<file path="config.mk">
export PLATFORM = sky130hd
export DESIGN_NAME = pll_lock_ch
export DESIGN_NICKNAME = d
export VERILOG_FILES = /design/src/rtl/pll_chk_pkg.sv /design/src/rtl/pll_lock_ch.sv
export SDC_FILE = /design/constraint.sdc
export NUM_CORES = 1
export LEC_CHECK = 0
export ABC_AREA = 1
export CAP_MARGIN = 30
export CORE_UTILIZATION = 55
export CTS_BUF_LIST = sky130_fd_sc_hd__clkbuf_8
export DETAILED_ROUTE_END_ITERATION = 16
export GPL_ROUTABILITY_DRIVEN = 0
export PLACE_DENSITY = 0.8
export RECOVER_POWER = 50
export SLEW_MARGIN = 0
export SYNTH_ARGS = -nofsm -noshare
export SYNTH_HDL_FRONTEND = slang
export SYNTH_SLANG_ARGS = --single-unit
</file>
<file path="constraint.sdc">
create_clock -name clk_tb -period 1.7 [get_ports clk_tb]
set_clock_uncertainty 0.05 [all_clocks]
set_input_delay 0.34 -clock clk_tb [delete_from_list [all_inputs] [get_ports clk_tb]]
set_output_delay 0.34 -clock clk_tb [all_outputs]
set_load 0.02 [all_outputs]
</file>
<file path="src/rtl/pll_chk_pkg.sv">
// Shared types and helpers for the PLL lock checker: per-channel state
// encoding and a saturating increment used by all counters.
package pll_chk_pkg;

    typedef enum logic [1:0] {
        ST_IDLE = 2'd0,
        ST_WAIT = 2'd1,
        ST_LOCK = 2'd2,
        ST_LOST = 2'd3
    } ch_state_t;

    // Increment that sticks at max_val; callers size the result back down.
    function automatic logic [31:0] sat_inc(input logic [31:0] val,
                                            input logic [31:0] max_val);
        return (val >= max_val) ? max_val : val + 32'd1;
    endfunction

endpackage

</file>
<file path="src/rtl/pll_lock_ch.sv">
// One monitored lock line: 2-FF synchronizer, stability filter, lock timer,
// channel FSM, loss counter and sticky error/timeout flags.
module pll_lock_ch
    import pll_chk_pkg::*;
#(
    parameter int STABLE_CYC   = 8,
    parameter int LOCK_TIMEOUT = 1000,
    parameter int ALLOW_RELOCK = 1,
    parameter int CNT_W        = 4
) (
    input  logic             clk_tb,
    input  logic             rst_n,
    input  logic             start,
    input  logic             pll_lock,
    input  logic             err_clr,
    output logic             locked,
    output logic             err_flag,
    output logic             err_flag_next,
    output logic             timeout_flag,
    output logic             err_evt,
    output logic [CNT_W-1:0] loss_cnt
);

    localparam int STAB_W = $clog2(STABLE_CYC + 1);
    localparam int TMR_W  = $clog2(LOCK_TIMEOUT + 1);
    localparam logic [STAB_W-1:0] STAB_MAX  = STAB_W'(STABLE_CYC);
    localparam logic [TMR_W-1:0]  TMR_MAX   = TMR_W'(LOCK_TIMEOUT);
    localparam logic [TMR_W-1:0]  TMR_LAST  = TMR_W'(LOCK_TIMEOUT - 1);
    localparam logic [CNT_W-1:0]  LOSS_MAX  = '1;

    logic              sync1_reg;
    logic              sync2_reg;
    logic [STAB_W-1:0] stab_cnt_reg;
    logic [TMR_W-1:0]  timer_reg;
    logic [TMR_W-1:0]  timer_next;
    ch_state_t         state_reg;
    ch_state_t         state_next;
    logic              locked_reg;
    logic              err_flag_reg;
    logic              tmo_flag_reg;
    logic              tmo_flag_next;
    logic              tmo_evt;
    logic              loss_evt;
    logic [CNT_W-1:0]  loss_cnt_reg;
    logic [CNT_W-1:0]  loss_cnt_next;
    logic              stable;

    assign stable = (stab_cnt_reg == STAB_MAX);

    // The raw line is asynchronous; nothing downstream looks at sync1_reg.
    always_ff @(posedge clk_tb or negedge rst_n) begin
        if (!rst_n) begin
            sync1_reg    <= 1'b0;
            sync2_reg    <= 1'b0;
            stab_cnt_reg <= '0;
        end else begin
            sync1_reg <= pll_lock;
            sync2_reg <= sync1_reg;
            if (!sync2_reg)
                stab_cnt_reg <= '0;
            else if (!stable)
                stab_cnt_reg <= STAB_W'(sat_inc(32'(stab_cnt_reg), 32'(STAB_MAX)));
        end
    end

    always_ff @(posedge clk_tb or negedge rst_n) begin
        if (!rst_n) begin
            state_reg    <= ST_IDLE;
            timer_reg    <= '0;
            locked_reg   <= 1'b0;
            err_flag_reg <= 1'b0;
            tmo_flag_reg <= 1'b0;
            loss_cnt_reg <= '0;
        end else begin
            state_reg    <= state_next;
            timer_reg    <= timer_next;
            locked_reg   <= (state_next == ST_LOCK);
            err_flag_reg <= err_flag_next;
            tmo_flag_reg <= tmo_flag_next;
            loss_cnt_reg <= loss_cnt_next;
        end
    end

    always_comb begin
        state_next = state_reg;
        timer_next = timer_reg;
        err_evt    = 1'b0;
        tmo_evt    = 1'b0;
        loss_evt   = 1'b0;

        case (state_reg)
            ST_IDLE: ;
            ST_WAIT, ST_LOST: begin
                // A lock declared on the same cycle the timer expires wins.
                if (stable) begin
                    state_next = ST_LOCK;
                end else if (timer_reg != TMR_MAX) begin
                    timer_next = timer_reg + TMR_W'(1);
                    if (timer_reg == TMR_LAST) begin
                        err_evt = 1'b1;
                        tmo_evt = 1'b1;
                    end
                end
            end
            ST_LOCK: begin
                // stable drops one cycle after any synchronized low sample.
                if (!stable) begin
                    state_next = ST_LOST;
                    timer_next = '0;
                    loss_evt   = 1'b1;
                    err_evt    = (ALLOW_RELOCK == 0);
                end
            end
            default: state_next = ST_IDLE;
        endcase

        if (start) begin
            state_next = ST_WAIT;
            timer_next = '0;
        end

        // A same-cycle event survives a clear.
        if (err_clr) begin
            err_flag_next = err_evt;
            tmo_flag_next = tmo_evt;
            loss_cnt_next = loss_evt ? CNT_W'(1) : '0;
        end else begin
            err_flag_next = err_flag_reg | err_evt;
            tmo_flag_next = tmo_flag_reg | tmo_evt;
            loss_cnt_next = loss_evt
                ? CNT_W'(sat_inc(32'(loss_cnt_reg), 32'(LOSS_MAX)))
                : loss_cnt_reg;
        end
    end

    assign locked       = locked_reg;
    assign err_flag     = err_flag_reg;
    assign timeout_flag = tmo_flag_reg;
    assign loss_cnt     = loss_cnt_reg;

endmodule

</file>
After elaboration in Yosys (flattened, before gate mapping) --
Index checks and enable logic that the tools add are counted.
Operators by class: $lt $le $gt $ge 2, reductions and logical operators 4, div/mod/pow operators 0, add/sub/neg operators 3, shift-type cells 0, muxes and demuxes 24, $mul 0, bitwise operators 2, equality and inequality tests 11
Operator list (number):
- two-way mux 10 bit | 4
- two-way mux 4 bit | 6
- one-hot mux 10 bit (2 select lines) | 1
- adder 10 x 1 -> 10 bit, second input constant | 1
- equality test 10 bit, second input constant | 1
- inequality test 10 bit, second input constant | 1
- two-way mux 1 bit | 9
- inequality test 3 bit, second input constant | 3
- adder 4 x 1 -> 4 bit, second input constant | 2
- greater-or-equal comparator 4 bit, second input constant | 2
- equality test 2 bit, second input constant | 3
- two-way mux 2 bit | 3
- equality test 4 bit, second input constant | 1
- one-hot mux 2 bit (2 select lines) | 1
- AND reduction 4 bit | 1
- nonzero test 3 bit | 1
- equality test 2 x 1 -> 1 bit, second input constant | 1
- inequality test 2 bit, second input constant | 1
- bitwise OR 1 bit | 2
- nonzero test 2 bit | 1
- OR reduction 2 bit | 1
Storage, ports and cells: logic and storage cells 55, memories kept 0, bits of input ports 5, flip-flop bits (word level) 25, memory bits (writable) 0, bits in latches 0, bits in read-only memories 0

Depth between registers and ports, before layout --
Gate-level depths: netlist of the first run.
depth after elaboration 7, mapped depth 12

Worst setup path before layout of the first run --
Ideal clock, no wire load.
kind reg2out, start register stab_cnt_reg[0], end output port err_evt, data arrival time 1.195 ns, setup slack 0.115 ns, data required time 1.310 ns, cell stages (with the launch flop) 8, buffers on the path 0, cell sequence dfrtp_1 -> inv_1 -> ha_1 -> nand2_1 -> nor2_2 -> inv_1 -> nand4_1 -> nor2_1
Between the ends: cells in the longest elaborated chain, start to end 3
Ends and longest elaborated chain:
- start, declared | RTL line pll_lock_ch.sv:33 | logic [STAB_W-1:0] stab_cnt_reg;
- start signal, assigned | RTL line pll_lock_ch.sv:62 | stab_cnt_reg <= STAB_W'(sat_inc(32'(stab_cnt_reg), 32'(STAB_MAX)));
- equality test 4 bit | RTL line pll_lock_ch.sv:48 | assign stable = (stab_cnt_reg == STAB_MAX);
- two-way mux 1 bit | RTL line pll_lock_ch.sv:95 | if (stable) begin
- two-way mux 1 bit
- end, declared | RTL line pll_lock_ch.sv:20 | output logic err_evt,
No other way between the ends.

Final worst setup path of the first run --
start register timer_reg[0], end output port err_flag_next
Between the ends: cells in the longest elaborated chain, start to end 7, elaborated cells on any way between the ends 8, those cells by class 2 x eq/ne; 5 x mux; 1 x bitwise
Ends and longest elaborated chain:
- start, declared | RTL line pll_lock_ch.sv:34 | logic [TMR_W-1:0] timer_reg;
- start signal, assigned | RTL line pll_lock_ch.sv:76 | timer_reg <= timer_next;
- equality test 10 bit | RTL line pll_lock_ch.sv:99 | if (timer_reg == TMR_LAST) begin
- two-way mux 1 bit | RTL line pll_lock_ch.sv:99
- two-way mux 1 bit (*) | RTL line pll_lock_ch.sv:97 | end else if (timer_reg != TMR_MAX) begin
- two-way mux 1 bit (*) | RTL line pll_lock_ch.sv:95
- two-way mux 1 bit (*)
- bitwise OR 1 bit | RTL line pll_lock_ch.sv:128 | err_flag_next = err_flag_reg | err_evt;
- two-way mux 1 bit (*) | RTL line pll_lock_ch.sv:123 | if (err_clr) begin
- end, declared | RTL line pll_lock_ch.sv:18 | output logic err_flag_next,
Every way passes the cells marked *; elsewhere a longest branch is shown, timed or not.

==> results of run 1 <==
[power groups by stage]
stage | sequential (mW) | clock (mW) | combinational (mW)
final | 0.626 | 0.373 | 0.148
after global routing | 0.627 | 0.403 | 0.154
after CTS | 0.621 | 0.356 | 0.122
after detailed placement | 0.632 | 0 | 0.102
after global placement | 0.630 | 0 | 0.0970
after floorplan | 0.635 | 0 | 0.0369
[cell type report]
cell class,count,area (sq um),share of cell area
Clock buffer,3,41.3,0.0192
Clock inverter,1,3.75,0.00175
Inverter,25,93.8,0.0437
Multi-Input combinational cell,118,758,0.353
Sequential cell,25,626,0.291
Tap cell,28,35.0,0.0163
Timing Repair Buffer,60,591,0.275
[placed cells by master (no fill, tap or decap), types with 3 or more instances in the layout]
| master | instances |
|---|---|
| buf_4 | 34 |
| nand3_1 | 13 |
| nor2_2 | 3 |
| nor2_1 | 13 |
| inv_1 | 21 |
| o21ai_0 | 6 |
| inv_2 | 5 |
| nand2_1 | 28 |
| buf_6 | 10 |
| buf_16 | 3 |
| o21ai_1 | 3 |
| nand4_1 | 7 |
| o21ai_2 | 8 |
| dfrtp_1 | 25 |
| nand2_2 | 10 |
| nand2_4 | 5 |
| clkbuf_8 | 3 |
| clkdlybuf4s50_1 | 7 |
[cell families (layout without fill, tap and decap cells)]
logic type | count (synthesis) | after routing
fa+ha+maj | 5 | 5
flops | 25 | 25
simple gates | 86 | 86
xor+xnor | 2 | 2
compound gates | 25 | 25
buf+inv | 27 | 89
[through the flow]
stage               utilization  worst slack, ns  area [sq um]  hold WS, ns  std cells
floorplan                     -            0.115          1370     -0.00559        170
global placement          0.750           -0.300          1710        0.288        234
detailed placement        0.750           -0.352          1710        0.293        234
CTS                       0.892           -0.167          2030        0.312        256
global route              0.944           -0.402          2150        0.333        260
finish                    0.944           -0.334          2150        0.318        260
[how the worst max path moves through the flow]
stage	endpoint	cells after the start	from
floorplan	err_evt	7	stab_cnt_reg[0]$_DFFE_PN0P_
global placement	err_flag_next	8	timer_reg[0]$_DFFE_PN0P_
detailed placement	err_flag_next	8	timer_reg[1]$_DFFE_PN0P_
CTS	err_flag_next	8	timer_reg[1]$_DFFE_PN0P_
global route	err_flag_next	8	timer_reg[1]$_DFFE_PN0P_
finish	err_flag_next	8	timer_reg[0]$_DFFE_PN0P_
[what timing repair did]
| action | 4_1_cts | 5_1_grt |
|---|---|---|
| cloned | 3 | 0 |
| endpoints found under the setup margin | 12 | 20 |
| resized for setup | 32 | 36 |
| pin swaps | 8 | 12 |
| buffers inserted | 15 | 7 |
[routing by layer]
layer	GRT usage	up-vias
met5	0	-
met4	0.221	0
met3	0.0819	83
met2	0.673	175
met1	0.526	780
li1	-	682
==> results.md, run 1 <==
- Smallest setup slack after layout: -0.334 ns
- Min-Delay Path Depth: 0
- Synth cell count leaders: 42 x nand2_1, 25 x dfrtp_1, 23 x inv_1
- Area share of fa/ha/maj cells after synthesis: 0.0458
- H-tree depth: 1
- Clock-pin slew on the worst setup and hold paths: 0.09 ns
- Peak VDD IR: 0.717 mV
- Rows: 17
- Total power: 1.15 mW
- Num Clock Sinks: 25
- Crit path time final: 2.03 ns
- Ranking of synthesized cells by area: dfrtp_1 46%, nand2_1 12%, inv_1 6.3%, nand3_1 5.9%, nor2_1 4.7%
- TNS Setup: -2.87 ns
- Cts hold-fix bufs: 0
- Critical path cell sequence: ha_2 > nand2_2 > inv_2 > nand2_2 > nor2_2 > nand3_2 > nand2_2 > buf_6
- Diodes inserted: 0
- Main flop type after synthesis: dfrtp_1
- Synth Register Bits: 25
- Core Region: 2280 sq um
- Hold Path Origin: sync1_reg$_DFF_PN0_
- Antenna Nets Post-Route: 0
- Reg-to-reg setup timing slack: -0.27 ns
- Flop pwr share: 0.546
- Layout cell share with drive strength beyond 1: 0.401
- Slowest cell delay on critical path: 0.44 ns
- Sum of buffers and inverters on the critical path: 2
- Max Slew Vio Count: 0
- Synth Area in Simple Gates: 0.273
- Die Ht: 51.8 um
- Via count: 1720
- Hold EP: sync2_reg$_DFF_PN0_
- CTS tree: yes
- Max reg flops: 10
- Unrepaired setup endpoints after global routing: yes
- Sequential fraction of the synthesis area: 0.458
- Metal1 wirelength: 2050 um
- FMAX: 492 MHz
- Post-synthesis mux area share: 0
- Metal2 WL: 2650 um
- Clock share of power: 0.325
- Reg2reg start: timer_reg[0]$_DFFE_PN0P_
- Startpoint types: flip-flop
- Number of global-route vias before repair: 1585
- Top sig layer: met4
- Starting DRC count in detailed routing: 174
- CTS max path bufs: 2
- R2R depth: 13
- Largest family of logic cells by synthesized area: simple AND/OR/NAND/NOR gates
- Worst Setup End Kind: output port
- Final wirelength: 5910 um
- Hold Crit Class: reg -> reg
- Largest area contributor in the netlist: dfrtp_1
- GR Util All Layers: 0.418
- Number of CTS-inserted buffers: 3
- Worst Path Arrival: 1.64 ns
- Compound-gate portion of the synthesized area: 0.125
- PortBufs: 13
- DP Wirelength: 2250 um
- Cell with the most instances after synthesis: nand2_1
- Layout area overhead: 57.4%
- Via density: 6.62
- Syn Nets: 180
- Crit share post-route: 1.20
- Area of the mapped netlist: 1370 sq um
- Ys async rst share: 1.00
- YS warnings: 0
- Library cells used by synthesis: 24
- Final Hold Fails: 0
- FF-to-FF End: timeout_flag$_DFF_PN0_
- Root Buffer: clkbuf_8
- Pre-Repair DR Iteration Count: 6
- Required time worst endpoint: 1.31 ns
- Syn Area/Cell: 8.03 sq um
- Outcome: finished with violations
- Cell internal pwr: 0.839 mW
- Top-area cell type share of the netlist area: 0.458
- # DRC: 0
- Logic pwr share: 0.129
- Worst Path Max Fanout: 4
- # IOs: 14
- Met3 WL: 660 um
- Filler instances: 70
- Setup Crit Path Kind: reg -> out
- Die X: 51.8 um
- LEAKAGE: 1.11 nW
- Failing checks: setup timing
- CP max-delay cell: dfrtp_1
- Wirelength per Cell: 22.7 um
- Initial antenna violation count: 0
- Post-Synthesis Cells: 170
- Final setup viols: 16
- Xor/xnor cell area share of the yosys netlist: 0.0128
- CP most frequent cell: nand2_2
- Worst skew pair latency: 0.29 ns
- Initial Utilization: 0.600
- First-pass GRT wire length: 7910 um
- Number of synthesized flops with an enable pin: 0
- Slew @ Worst Pin: 0.625 ns
- NetSw: 0.307 mW
- Worst rel slew slack: 0.583
- GRT overflow: 0
- PwrDens: 533 nW/um^2
- Sw Ratio: 0.268
- Fin nets: 243
- Maxcap violations: 0
- Delay-heaviest family, CP: simple AND/OR/NAND/NOR gates
- Largest net degree at the start of global routing: 26
- Total die area: 2690 sq um
Power figures use the tool's default switching activity.
==> inputs of run 2 (changes only) <==
Settings changed: CTS_BUF_LIST sky130_fd_sc_hd__clkbuf_8 to sky130_fd_sc_hd__clkbuf_4 sky130_fd_sc_hd__clkbuf_8, PLACE_DENSITY 0.8 to 0.78.
==> run 2 against run 1 <==
  * Largest power group unchanged
  * The flow still finishes with violations (setup timing)
  * Non-clock buffer count is 3 lower
  * Count of clock-buffer cells in the layout stayed put
  * Die area stayed put
  * Final cell count is 1.2% lower
  * Setup slack worse by 0.019 ns
  * Wire length is 18% lower
  * Clock power is 22% lower
  * Combinational power is 12% lower
  * Via count is 8.3% lower
  * Maximum frequency is 0.93% lower
==> results.md, run 2 (synthesized netlist as in run 1, its figures left out) <==
- Outcome: finished with violations (unchanged)
- Failing checks: setup timing (unchanged)
- Max Slew Vio Count: 0 (unchanged)
- Cell internal pwr: 0.761 mW (was 0.839 mW)
- Layout area overhead: 48.9% (was 57.4%)
- # IOs: 14 (unchanged)
- NetSw: 0.280 mW (was 0.307 mW)
- Hold Crit Class: reg -> reg (unchanged)
- PortBufs: 13 (unchanged)
- Maxcap violations: 0 (unchanged)
- Final setup viols: 13 (was 16)
- Core Region: 2280 sq um (unchanged)
- Initial Utilization: 0.600 (unchanged)
- Initial antenna violation count: 0 (unchanged)
- Number of CTS-inserted buffers: 3 (unchanged)
- Num Clock Sinks: 25 (unchanged)
- Total die area: 2690 sq um (unchanged)
- FMAX: 487 MHz (was 492 MHz)
- Starting DRC count in detailed routing: 132 (was 174)
- Number of global-route vias before repair: 1474 (was 1585)
- DP Wirelength: 2190 um (was 2250 um)
- Smallest setup slack after layout: -0.353 ns (was -0.334 ns)
- Diodes inserted: 0 (unchanged)
- Final Hold Fails: 0 (unchanged)
- Fin nets: 240 (was 243)
- Flop pwr share: 0.597 (was 0.546)
- Clock-pin slew on the worst setup and hold paths: 0.16 ns (was 0.09 ns)
- Slew @ Worst Pin: 0.642 ns (was 0.625 ns)
- Rows: 17 (unchanged)
- Final wirelength: 4820 um (was 5910 um)
- Unrepaired setup endpoints after global routing: yes (unchanged)
- CTS max path bufs: 2 (unchanged)
- Root Buffer: clkbuf_4 (was clkbuf_8)
- Most common cell after layout, fill and taps aside: buf_4 (unchanged)
- Util after Layout: 0.893 (was 0.944)
- # DRC: 0 (unchanged)
- LEAKAGE: 1.12 nW (was 1.11 nW)
- Filler instances: 90 (was 70)
- Cts hold-fix bufs: 0 (unchanged)
- Worst rel slew slack: 0.572 (was 0.583)
- Largest net degree at the start of global routing: 26 (unchanged)
- Startpoint types: flip-flop (unchanged)
- Worst Setup End Kind: output port (unchanged)
- Via density: 6.14 (was 6.62)
- Sw Ratio: 0.269 (was 0.268)
- First-pass GRT wire length: 6440 um (was 7910 um)
- Clock share of power: 0.278 (was 0.325)
- Hold WS: 0.330 ns (was 0.318 ns)
- Worst Path Arrival: 1.66 ns (was 1.64 ns)
- Peak VDD IR: 0.614 mV (was 0.717 mV)
- Crit share post-route: 1.21 (was 1.20)
- Layout cell share with drive strength beyond 1: 0.354 (was 0.401)
- Wirelength per Cell: 18.8 um (was 22.7 um)
- CTS tree: yes (unchanged)
- TNS Setup: -2.27 ns (was -2.87 ns)
- Via count: 1577 (was 1720)
- Die X: 51.8 um (unchanged)
- Worst skew pair latency: 0.34 ns (was 0.29 ns)
- GR Util All Layers: 0.333 (was 0.418)
- Worst Path Max Fanout: 4 (unchanged)
- DP Worst Slack: -0.416 ns (was -0.352 ns)
- Logic pwr share: 0.124 (was 0.129)
- GRT overflow: 0 (unchanged)
- Die Ht: 51.8 um (unchanged)
- Crit path time final: 2.05 ns (was 2.03 ns)
- Antenna Nets Post-Route: 0 (unchanged)
- PwrDens: 512 nW/um^2 (was 533 nW/um^2)
- Setup Crit Path Kind: reg -> out (unchanged)
- Most frequent cells in the layout: 36 x buf_4, 31 x nand2_1, 25 x dfrtp_1, 21 x inv_1, 16 x nor2_1 (was 34 x buf_4, 28 x nand2_1, 25 x dfrtp_1, 21 x inv_1)
- H-tree depth: 1 (unchanged)
- Pre-Repair DR Iteration Count: 6 (unchanged)
- Max reg flops: 10 (unchanged)
- Required time worst endpoint: 1.31 ns (about the same)
run 2: changes by cell type in the layout (fill, tap and decap cells not counted), sizes merged:
cell,delta
dlymetal6s2s,-1
clkinvlp,+1
dlygate4sd2,+6
inv,-1
buf,-3
clkdlybuf4s50,-5
run 2: layout make-up:
| type | count | area, sq um | area share |
|---|---|---|---|
| Multi-Input combinational cell | 118 | 706 | 0.347 |
| Sequential cell | 25 | 626 | 0.308 |
| Clock inverter | 1 | 7.51 | 0.00369 |
| Clock buffer | 3 | 22.5 | 0.0111 |
| Tap cell | 28 | 35.0 | 0.0172 |
| Inverter | 25 | 96.3 | 0.0474 |
| Timing Repair Buffer | 57 | 541 | 0.266 |
run 2: worst max-delay path: stages, from the launching register on:
cell and delay, ns:
dfrtp_1 0.44, ha_2 0.23, nand2_2 0.07, inv_2 0.08
nand2_1 0.06, nor2_1 0.14, nand3_2 0.11, nand2_2 0.09
buf_6 0.11
run 2: repair_timing:
item,in CTS,in global routing
buffers inserted,12,7
pin swaps,7,9
cloned,3,0
endpoints found under the setup margin,11,14
gates resized for setup,24,29
run 2: layer usage:
metal | vias to the layer above | global-route usage | share of wire
met2 | 133 | 0.571 | 0.48
met5 | - | 0 | 0
met3 | 45 | 0.0468 | 0.090
met1 | 724 | 0.408 | 0.37
met4 | 0 | 0.158 | 0.058
li1 | 675 | - | -
run 2: power groups by stage:
stage               Combinational (mW)  Clock (mW)  Sequential (mW)
global route                     0.142       0.320            0.624
finish                           0.130       0.290            0.622
CTS                              0.111       0.287            0.621
floorplan                       0.0369           0            0.635
detailed placement              0.0997           0            0.633
global placement                0.0964           0            0.631
run 2: final timing paths:
kind                                        startpoint                       end  slack (ns)  depth (start not counted)
max                           timer_reg[1]$_DFFE_PN0P_             err_flag_next       -0.35                          8
min                                sync1_reg$_DFF_PN0_       sync2_reg$_DFF_PN0_        0.33                          0
max reg2reg                stab_cnt_reg[1]$_DFFE_PN0P_        err_flag$_DFF_PN0_       -0.26                         13
min reg2reg                        sync1_reg$_DFF_PN0_       sync2_reg$_DFF_PN0_        0.33                          0
max in group asynchronous                        rst_n  timer_reg[2]$_DFFE_PN0P_        0.68                          2
min in group asynchronous                        rst_n   loss_cnt[0]$_DFFE_PN0P_        0.49                          2
run 2: stage by stage:
step                instance area, sq um  instances  total power, mW
floorplan                           1370        170            0.672
global placement                    1700        233            0.728
detailed placement                  1700        233            0.733
CTS                                 1920        252             1.02
global route                        2030        257             1.09
finish                              2030        257             1.04
==> RTL edit, RTL diff (flow settings as in run 1) <==
The 4 states of `ch_state_t` get a one-hot encoding in 4 bits.
--- a/src/rtl/pll_chk_pkg.sv
+++ b/src/rtl/pll_chk_pkg.sv
@@ -4,7 +4,7 @@
 
-    typedef enum logic [1:0] {
-        ST_IDLE = 2'd0,
-        ST_WAIT = 2'd1,
-        ST_LOCK = 2'd2,
-        ST_LOST = 2'd3
+    typedef enum logic [3:0] {
+        ST_IDLE = 4'b0001,
+        ST_WAIT = 4'b0010,
+        ST_LOCK = 4'b0100,
+        ST_LOST = 4'b1000
     } ch_state_t;
Check against the original RTL: same outputs for any inputs over 10 cycles, from zero or initial values and one cycle with rst_n low; not proved beyond that.
==> RTL edit against run 1 <==
  * The flow still finishes with violations (negative setup slack)
  * Count of clock-buffer cells in the layout is the same
  * First-iteration DRC count shrank 53%
  * Sequential share of layout area grew 2.8 points
  * Cell area shrank 1.2%
  * Synthesized cell count grew 21%
  * Setup slack gained 0.066 ns
  * Cell count grew 10%
  * Total power grew 12%
  * Sequential cell count grew 2
  * Routed wire length shrank 30%
  * Synthesized area grew 14%
  * Critical endpoint unchanged
  * Largest power group unchanged
  * Highest routed layer unchanged
==> RTL edit: results (changes against run 1) <==
** Global routing
- Met3 layer usage reported by global route :: 0.0437 (-0.0382)
- The first-pass GRT wire length is 5.80 mm (-27%).
- The met1 usage in global routing was 0.312 (-0.214).
- The total global routing track utilization is 0.274 (-0.144).
- GR met2 Demand/Resource :: 0.506 (-0.167)

** Yosys
- The commonest cells after synthesis are 55 x nand2_1, 28 x nand3_1, 26 x dfrtp_1.
- Leading cell types by total area after synthesis :: dfrtp_1 42%, nand2_1 13%, nand3_1 9.0%
- Total nets after synthesis :: 215 (+19%)

** Timing
- The post-route worst hold slack came to 0.315 ns (-0.00328 ns).
- The final worst-path setup slack came to -0.268 ns (+0.0655 ns).
- Final setup violation count :: 3 (-13)

** Layout
- The share of the final layout cell area in multi-input gates was 0.393 (+0.0401).
- Fraction of layout instances using a drive strength above 1 :: 0.285 (-0.116)

** Worst setup path
- The critical path's largest stage delay was 0.37 ns (-0.07 ns).
- The critical path arrival is 1.58 ns (-0.06 ns).

** Route
- Pre-Repair DR Iteration Count :: 5 (-1)
- DRT iter0 DRCs :: 82 (-53%)
- Met3 wire len :: 247 um (-63%)

** Power
- Max VDD drop :: 0.000561 V (-22%)
- Combinational fraction of design power :: 0.191 (+0.062)
- Power share of the clock group :: 0.276 (-0.049)

** Outcome
- Failing checks :: negative setup slack
- The run finished, with violations left.

** CTS
- Clk Latency, worst-skew pair :: 0.27 ns (-0.02 ns)

** Placement
- Setup slack after placement :: -0.315 ns (+0.0372 ns)
## RTL edit: changes by cell type in the layout (fill, tap and decap cells not counted), sizes merged, moves of 3 or more
| cell | change |
|---|---|
| nand2 | +14 |
| nand3 | +14 |
| buf | -10 |
| nor2 | +6 |
| o21ai | -10 |
| a21oi | +3 |
| inv | +4 |
## RTL edit: stage by stage
stage               power [mW]  instances
CTS                       1.26        284
floorplan                0.793        205
detailed placement       0.884        270
finish                    1.28        286
global route              1.34        286
global placement         0.874        270
## RTL edit: cells by family after synthesis
| logic type | count (synthesis) |
|---|---|
| AND/OR/NAND/NOR | 122 |
| buffers and inverters | 33 |
| flip-flops | 27 |
| AO/OA/AOI/OAI | 15 |
| adder cells (fa/ha/maj) | 5 |
| XOR/XNOR | 3 |
## RTL edit: timing repair
item	4_1_cts	5_1_grt
buffers inserted	10	2
pin swaps	7	8
cloned	0	1
gates resized for setup	24	15
setup endpoints to repair	3	17
